### src/rtl/mem_arbiter.sv
// Core/DMA arbiter in front of one memory port with a fixed access latency of WAIT_CYCLES+1 cycles.
// Optional macro ARB_ROUND_ROBIN_EN: tie-break by round robin instead of fixed core priority.

module mem_arbiter_port (
  input  logic        clk,
  input  logic        reset,
  input  logic        cap,
  input  logic [31:0] ReadData,
  output logic [31:0] rdata
);
  always_ff @(posedge clk or posedge reset)
    if (reset)    rdata <= '0;
    else if (cap) rdata <= ReadData;
endmodule

module mem_arbiter #(
  parameter int WAIT_CYCLES = 1
) (
  input  logic        clk,
  input  logic        reset,
  input  logic        c_req,
  input  logic        c_we,
  input  logic [31:0] c_adr,
  input  logic [31:0] c_wdata,
  output logic [31:0] c_rdata,
  output logic        c_ready,
  input  logic        d_req,
  input  logic        d_we,
  input  logic [31:0] d_adr,
  input  logic [31:0] d_wdata,
  output logic [31:0] d_rdata,
  output logic        d_ready,
  output logic        MemWrite,
  output logic [31:0] Adr,
  output logic [31:0] WriteData,
  input  logic [31:0] ReadData
);
  localparam int   NUM_PORTS = 2;
  localparam logic CORE      = 1'b0;
  localparam logic DMA       = 1'b1;

  typedef enum logic {IDLE, BUSY} state_t;

  state_t                     state, state_nxt;
  logic [3:0]                 cnt, cnt_nxt;
  logic                       owner, owner_nxt;
  logic                       last_grant, last_nxt;
  logic                       grant;
  logic [NUM_PORTS-1:0]       req, we, ready;
  logic [NUM_PORTS-1:0][31:0] adr, wdata, rdata;

  assign req   = {d_req, c_req};
  assign we    = {d_we, c_we};
  assign adr   = {d_adr, c_adr};
  assign wdata = {d_wdata, c_wdata};

`ifdef ARB_ROUND_ROBIN_EN
  // On a tie the port that did not finish last wins; otherwise the lone requester.
  assign grant = (&req) ? ~last_grant : ~req[CORE];
`else
  assign grant = ~req[CORE];
`endif

  always_ff @(posedge clk or posedge reset) begin
    if (reset) begin
      state      <= IDLE;
      cnt        <= '0;
      owner      <= CORE;
      last_grant <= DMA;
    end else begin
      state      <= state_nxt;
      cnt        <= cnt_nxt;
      owner      <= owner_nxt;
      last_grant <= last_nxt;
    end
  end

  always_comb begin
    state_nxt = state;
    cnt_nxt   = cnt;
    owner_nxt = owner;
    last_nxt  = last_grant;
    ready     = '0;
    MemWrite  = 1'b0;
    Adr       = '0;
    WriteData = '0;
    unique case (state)
      IDLE: begin
        if (|req) begin
          owner_nxt = grant;
          cnt_nxt   = 4'(WAIT_CYCLES);
          state_nxt = BUSY;
        end
      end
      BUSY: begin
        // Owner's inputs are followed live; requesters keep them stable until ready.
        Adr       = adr[owner];
        WriteData = wdata[owner];
        if (cnt == '0) begin
          ready[owner] = 1'b1;
          MemWrite     = we[owner];
          last_nxt     = owner;
          state_nxt    = IDLE;
        end else begin
          cnt_nxt = cnt - 4'd1;
        end
      end
      default: state_nxt = IDLE;
    endcase
  end

  for (genvar p = 0; p < NUM_PORTS; p++) begin : g_port
    mem_arbiter_port u_port (
      .clk      (clk),
      .reset    (reset),
      .cap      (ready[p] & ~we[p]),
      .ReadData (ReadData),
      .rdata    (rdata[p])
    );
  end

  assign c_ready = ready[CORE];
  assign d_ready = ready[DMA];
  assign c_rdata = rdata[CORE];
  assign d_rdata = rdata[DMA];

endmodule

### config.mk
export PLATFORM = sky130hd
export DESIGN_NAME = mem_arbiter
export DESIGN_NICKNAME = d
export VERILOG_FILES = /design/src/rtl/mem_arbiter.sv
export SDC_FILE = /design/constraint.sdc
export NUM_CORES = 1
export LEC_CHECK = 0
export BUFFER_PORTS_ARGS = -buffer_cell sky130_fd_sc_hd__buf_2
export CAP_MARGIN = 10
export CORE_MARGIN = 8
export CORE_UTILIZATION = 23
export DETAILED_ROUTE_END_ITERATION = 8
export GPL_ROUTABILITY_DRIVEN = 0
export GPL_TIMING_DRIVEN = 0
export PLACE_DENSITY_LB_ADDON = 0.12
export SETUP_SLACK_MARGIN = 0.15
export SYNTH_ARGS = -nofsm -noshare
export SYNTH_HDL_FRONTEND = slang
export SYNTH_HIERARCHICAL = 1
export SYNTH_SLANG_ARGS = --single-unit
### constraint.sdc
create_clock -name clk -period 2.6 [get_ports clk]
set_input_delay 0.26 -clock clk [delete_from_list [all_inputs] [get_ports clk]]
set_output_delay 0.26 -clock clk [all_outputs]
set_load 0.05 [all_outputs]
==> qor.yml, run 1 <==
cts:
  cts_buffers: 9
  ctsLongestPathBuffers: 2
  clock_sinks: 70
  clk_pin_slew_ns: 0.06
  cts_setup_buffers: 0
  ctsHtreeMaxLevel: 3
  cts-root-buf: "clkbuf_16"
  insertion_delay_ns: 0.33
  cts_tree: "done"
sta:
  fin_skew_ns: 0.009555
  tightest_slew_ns: 0.8244
  rsz0062_at_grt: "false"
  worst_slack_ns: 0.4561
  period_share_pct: 82.46
  final-max-slew-violation-count: 0
  finalSetupTns_ns: 0
  setup_viol: 0
  hold_viol: 0
  max_freq_mhz: 466.4
  max-slew-margin-rel_pct: 44.96
  finalCriticalPeriod_ns: 2.144
global_route:
  grt_pass1_wl_um: 23430
  overflow: 0
  antenna_found_initial: 4
  grt_max_degree: 33
  grt_pass1_vias: 4093
  grt.total_usage_pct: 13.36
run_status:
  status: "finished, final reports clean"
critical_path:
  path_max_fanout: 5
  crit_path_cell_trace: "inv_1 > ha_1 > nand2_1 > or3_4 > nor2_1 > buf_2"
  required_ns: 2.34
  crit_buf_inv: 2
  start_kind: "flop"
  worstSetupPathType: "flop to output pin"
  worstPathArrival_ns: 1.88
  end_kind: "output pin"
  cp_top_family: "simple AND/OR/NAND/NOR gates"
  cp_slowest_cell: "dfrtp_1"
  critPathMaxStageDelay_ns: 0.39
synth:
  synth.most_common_cell: "dfrtp_1"
  ys_seq_area_share_pct: 41.77
  synth_top_area_cell: "dfrtp_1"
  avgSynthCellArea_um2: 13.23
  syn-num-nets: 484
  synth_cells: 317
  async_reset_ff_share_pct: 100.0
  ys.flop_type: "dfrtp_1"
  ys_warn_count: 6
  synthTopCellsByArea: "dfrtp_1 42%, mux2_4 21%, mux2i_1 16%"
  yosys.area.top_type_share_pct: 41.77
  ys_ff_latch: 70
  synthTopCellsByCount: "70 x dfrtp_1, 66 x mux2i_1, 64 x nor2b_1"
  synth_edf_count: 0
  ys_types: 24
  synth_area_mm2: 0.004194
placed_design:
  dp_hpwl_um: 13100
  place_ws_ns: 0.5233
  port-buffer-count: 296
cells_and_area:
  area_growth_pct: 50.87
  nets: 792
  drive_gt1_share_pct: 64.60
power_and_ir_drop:
  ir_worst_vdd_v: 0.0007325
  leakagePower_nw: 3.363
  power_density_mw_per_mm2: 1628
floorplan:
  die-area_mm2: 0.02281
  core.rowCount: 49
  die_y_um: 151.0
  io-pin-count: 297
  die_w_um: 151.0
  core_area_mm2: 0.01790
  initial_core_util_pct: 23.43
drt:
  drtIter0Drc: 32
  wl_per_cell_um: 18.53
  routed_wl_um: 15930
  dr.pass1.iters: 4
  ant_nets: 0
  vias: 3591
  drcViolationCount: 0
  via_per_inst: 4.176
hold_path:
  hold_path_class: "primary input to flop"
flow_run:
  cap_violations: 0
cells in the final DEF (no fill, tap or decap), drive strengths merged:
master       Yosys  routed
bufinv           0       3
dlygate4sd3      0       1
nor3             2       2
mux2            66      66
diode            0       1
mux2i           66      66
dfrtp           70      70
buf             22     318
o21ai            2       2
nand3            2       2
or3              1       1
nor4b            1       1
o21bai           1       1
nor2b           64      64
nand2            5       5
and2             1       1
ha               1       1
o31ai            1       1
inv              7      11
clkbuf           1      10
nor2             4       4
cell type report:
type | instances | area (µm²)
clock inverter | 7 | 127.6
fill | 1877 | 11570
sequential | 70 | 1752
clock buffer | 9 | 225.2
tap | 229 | 286.5
timing repair buffer | 297 | 1491
antenna | 1 | 2.502
multi-input combinational | 217 | 2172
inverter | 7 | 26.28
buffer | 23 | 244.0
per-layer routing:
layer  GRT usage (%)  share of wire [%]
met1           13.91                 37
met2           23.53                 50
met3           6.633                 12
met4           3.365               0.81
met5               0               0.23
logic make-up (layout without fill, tap and decap cells):
kind of cell | after synthesis | after routing | share of synthesized area, %
AO/OA/AOI/OAI | 4 | 4 | 0.8054
other | 0 | 1 | 0
flip-flops | 70 | 70 | 41.77
adder cells (fa/ha/maj) | 1 | 1 | 0.2983
multiplexers | 132 | 132 | 38.84
buffers and inverters | 30 | 343 | 6.444
AND/OR/NAND/NOR | 80 | 80 | 11.84
path summary, 6_finish.rpt:
kind                       cells past startpoint                    endpoint  slack, ns                 startpoint
setup reg to reg                               8  g_port[1].u_port/rdata[28]       0.53                     cnt[0]
min in group asynchronous                      3                      cnt[2]       0.43                      reset
max in group asynchronous                      3  g_port[0].u_port/rdata[30]       1.39                      reset
hold reg to reg                                1   g_port[0].u_port/rdata[5]       0.50  g_port[0].u_port/rdata[5]
hold / removal                                 2                       owner       0.13                      c_req
setup / recovery                               6                    MemWrite       0.46                     cnt[0]
worst reg2reg max path, stage by stage (launching register included):
cell	delay, ns
dfrtp_1	0.39
inv_1	0.10
ha_1	0.22
nand2_1	0.09
or3_4	0.37
nor3_2	0.14
buf_6	0.18
buf_12	0.17
mux2_4	0.31
power breakdown:
group / total, mW / switching, mW / internal (mW) / leakage (nW)
Clock: 1.47 / 0.516 / 0.955 / 0.173
Combinational: 6.89 / 4.73 / 2.16 / 2.33
Sequential: 1.94 / 0.321 / 1.62 / 0.858
sequential cells by signal, indices dropped and copies added (netlist names):
register	cells
cnt	4
state	1
g_port.u_port/rdata	64
owner	1
metrics by stage:
step	total power [mW]	hold slack (ns)	cell area [µm²]	instances	utilization, %
global placement	8.891	0.2069	5962	842	33.30
CTS	10.44	0.1185	6325	859	35.33
finish	10.30	0.1294	6327	860	35.34
detailed placement	8.909	0.2248	5962	842	33.30
global route	10.82	0.1231	6327	860	35.34
floorplan	7.343	0.05096	4194	317	-
what timing repair did:
item	in CTS	in global routing
hold endpoints to repair	6	0
setup endpoints to repair	0	0
hold buffers	1	0
gates resized for setup	0	0
No activity file was read; power rests on OpenSTA's default activity.
==> run 2, diff against run 1 <==
--- a/config.mk
+++ b/config.mk
@@ -5,6 +5,7 @@
 export SDC_FILE = /design/constraint.sdc
 export NUM_CORES = 1
 export LEC_CHECK = 0
+export ABC_AREA = 1
 export BUFFER_PORTS_ARGS = -buffer_cell sky130_fd_sc_hd__buf_2
 export CAP_MARGIN = 10
 export CORE_MARGIN = 8
==> constraint.sdc (replaced) <==
create_clock -name clk -period 2 [get_ports clk]
set_input_delay 0.2 -clock clk [delete_from_list [all_inputs] [get_ports clk]]
set_output_delay 0.2 -clock clk [all_outputs]
set_load 0.05 [all_outputs]
==> qor.yml, run 2 <==
global_route:
  grt_pass1_wl_um: 25300
  grt_pass1_vias: 4580
  overflow: 0
  grt.total_usage_pct: 14.42
  antenna_found_initial: 2
  grt_max_degree: 21
cells_and_area:
  regMostFlops: "g_port.u_port/rdata"
  nets: 1012
  multi_input_area_mm2: 0.001991
  reg_top3: "g_port.u_port/rdata x64, cnt x4"
  drive_gt1_share_pct: 51.76
  finalNonFillerCells: 1081
  mostFrequentLayoutCell: "nand2_1"
  seqCellArea_mm2: 0.001752
  n_fill_cell: 1943
  largest_reg_flops: 64
  stdcell_area_mm2: 0.006554
  final_cell_mix: "316 x nand2_1, 246 x buf_2, 70 x dfrtp_1, 60 x a21oi_2, 41 x buf_6"
  area_growth_pct: 58.06
floorplan:
  core.rowCount: 49
  die-area_mm2: 0.02258
  die_y_um: 150.3
  die_w_um: 150.3
  initial_core_util_pct: 23.24
  core_area_mm2: 0.01784
  io-pin-count: 297
sta:
  fin_skew_ns: 0.007688
  final-max-slew-violation-count: 0
  max-slew-margin-rel_pct: 41.05
  rsz0062_at_grt: "true"
  period_share_pct: 88.11
  finalCriticalPeriod_ns: 1.762
  setup_viol: 0
  tightest_slew_ns: 0.8832
  finalSetupTns_ns: 0
  max_freq_mhz: 567.5
  hold_viol: 0
hold_path:
  min_from: "ReadData[22]"
  holdPathStages: 3
  hold_path_class: "primary input to flop"
  whs_endpoint: "g_port[1].u_port/rdata[22]"
synth:
  avgSynthCellArea_um2: 7.750
  synth_cells: 535
  synth_area_mm2: 0.004146
  syn-num-nets: 702
  ys_seq_area_share_pct: 42.25
  synth_edf_count: 0
  ys_ff_latch: 70
  yosys.area.top_type_share_pct: 42.25
  synthTopCellsByCount: "316 x nand2_1, 70 x dfrtp_1, 60 x a21oi_2"
  ys_types: 22
  ys_warn_count: 6
  ys.flop_type: "dfrtp_1"
  synth_top_area_cell: "dfrtp_1"
  synth.most_common_cell: "nand2_1"
  async_reset_ff_share_pct: 100.0
  synthTopCellsByArea: "dfrtp_1 42%, nand2_1 29%, a21oi_2 13%"
power_and_ir_drop:
  ir_worst_vdd_v: 0.0009395
  power_frac_clock_pct: 12.0
  p_comb_share_pct: 70.0
  switching_share_pct: 58.20
  power_density_mw_per_mm2: 2126
  power.switching_mw: 8.110
  seq_power_share_pct: 18.0
  internal_power_mw: 5.824
  fin_total_pwr_mw: 13.93
  leakagePower_nw: 3.644
critical_path:
  ff2ff_setup_slack_ns: 0.39
  worstSetupPathType: "flop to output pin"
  end_kind: "output pin"
  start_kind: "flop"
  path_max_fanout: 10
  ff2ff_path_depth: 9
  worstPathArrival_ns: 1.56
  r2r-end: "g_port[0].u_port/rdata[15]"
  worstReg2RegStart: "owner"
  required_ns: 1.80
cts:
  ctsHtreeMaxLevel: 3
  clock_sinks: 70
  cts-root-buf: "clkbuf_16"
  ctsLongestPathBuffers: 2
  cts_setup_buffers: 0
  insertion_delay_ns: 0.33
  cts_buffers: 9
  clk_pin_slew_ns: 0.06
  cts_tree: "done"
drt:
  vias: 4467
  drcViolationCount: 0
  ant_nets: 0
  wl_per_cell_um: 15.66
  drtIter0Drc: 163
  dr.pass1.iters: 4
  via_per_inst: 4.132
  routed_wl_um: 16930
placed_design:
  port-buffer-count: 296
  dp_hpwl_um: 14000
  placedCellCount: 1062
  place_area_mm2: 0.005982
flow_run:
  cap_violations: 0
run_status:
  status: "finished, final reports clean"
[run 2: changes by cell type in the layout (fill, tap and decap cells not counted), moves of 5 or more]
cell	change
mux2i_1	-66
nand2_2	+22
mux2_4	-60
nand2_1	+311
a21oi_1	+5
clkbuf_8	+6
a21oi_2	+60
nor2b_1	-64
buf_4	+28
buf_2	-56
buf_6	+37
[run 2: critical path: stages, from the launching register on]
cell and delay (ns):
dfrtp_1 0.42, inv_2 0.08, buf_6 0.16, buf_6 0.16, nand2_1 0.10, a21oi_2 0.14, buf_6 0.17
[run 2: power groups by stage]
stage / clock [mW] / sequential [mW] / combinational [mW]
after floorplan: 0 / 4.68 / 4.89
after global placement: 0 / 2.53 / 9.31
after detailed placement: 0 / 2.53 / 9.30
after CTS: 1.73 / 2.51 / 9.64
after global routing: 1.78 / 2.61 / 10.3
final: 1.67 / 2.51 / 9.75
[run 2: area by class of cell]
class,instances,area share [%]
Tap cell,229,4.372
Inverter,11,0.8591
Clock inverter,6,1.317
Multi-Input combinational cell,419,30.37
Sequential cell,70,26.73
Antenna cell,2,0.07636
Buffer,35,6.224
Clock buffer,10,3.494
Timing Repair Buffer,299,26.56
[run 2: per-stage QoR]
| stage | hold WS (ns) | util [%] | setup slack, ns |
|---|---|---|---|
| 2_1_floorplan | -0.009041 | - | 0.2781 |
| 3_3_place_gp | 0.1547 | 33.22 | 0.3154 |
| 3_5_place_dp | 0.1502 | 33.53 | 0.3304 |
| 4_1_cts | 0.08161 | 36.09 | 0.1109 |
| 5_1_grt | 0.08808 | 36.73 | 0.1449 |
| 6_report | 0.08985 | 36.73 | 0.2378 |
[run 2: worst max-delay path by stage]
stage / startpoint / endpoint / slack, ns
2_1_floorplan: cnt[0] / MemWrite / 0.28
3_3_place_gp: cnt[0] / g_port[0].u_port/rdata[25] / 0.32
3_5_place_dp: cnt[0] / g_port[1].u_port/rdata[21] / 0.33
4_1_cts: owner / WriteData[27] / 0.11
5_1_grt: owner / Adr[8] / 0.14
6_report: owner / Adr[13] / 0.24
[run 2: logic make-up after synthesis]
logic type                 after synthesis  share of synthesized area (%)
adders and majority gates                1                         0.3017
buffers and inverters                   46                          10.23
DFF                                     70                          42.25
and+or+nand+nor                        350                          33.40
AOI/OAI and AO/OA                       67                          13.61
xor gates and xnor gates                 1                         0.2113
[run 2: per-layer routing]
layer	part of all wire (%)	up-vias	track usage [%]
met5	0	-	0
met4	1.9	0	4.148
met3	8.4	19	5.200
met2	52	159	26.37
met1	38	2014	15.21
li1	-	2275	-
[run 2: what timing repair did]
| item | in CTS | in global routing |
|---|---|---|
| endpoints found under the hold margin | 6 | 0 |
| hold buffers | 1 | 0 |
| pin swaps | 0 | 0 |
| gates resized for setup | 53 | 35 |
| gates cloned | 0 | 0 |
| endpoints found under the setup margin | 61 | 54 |
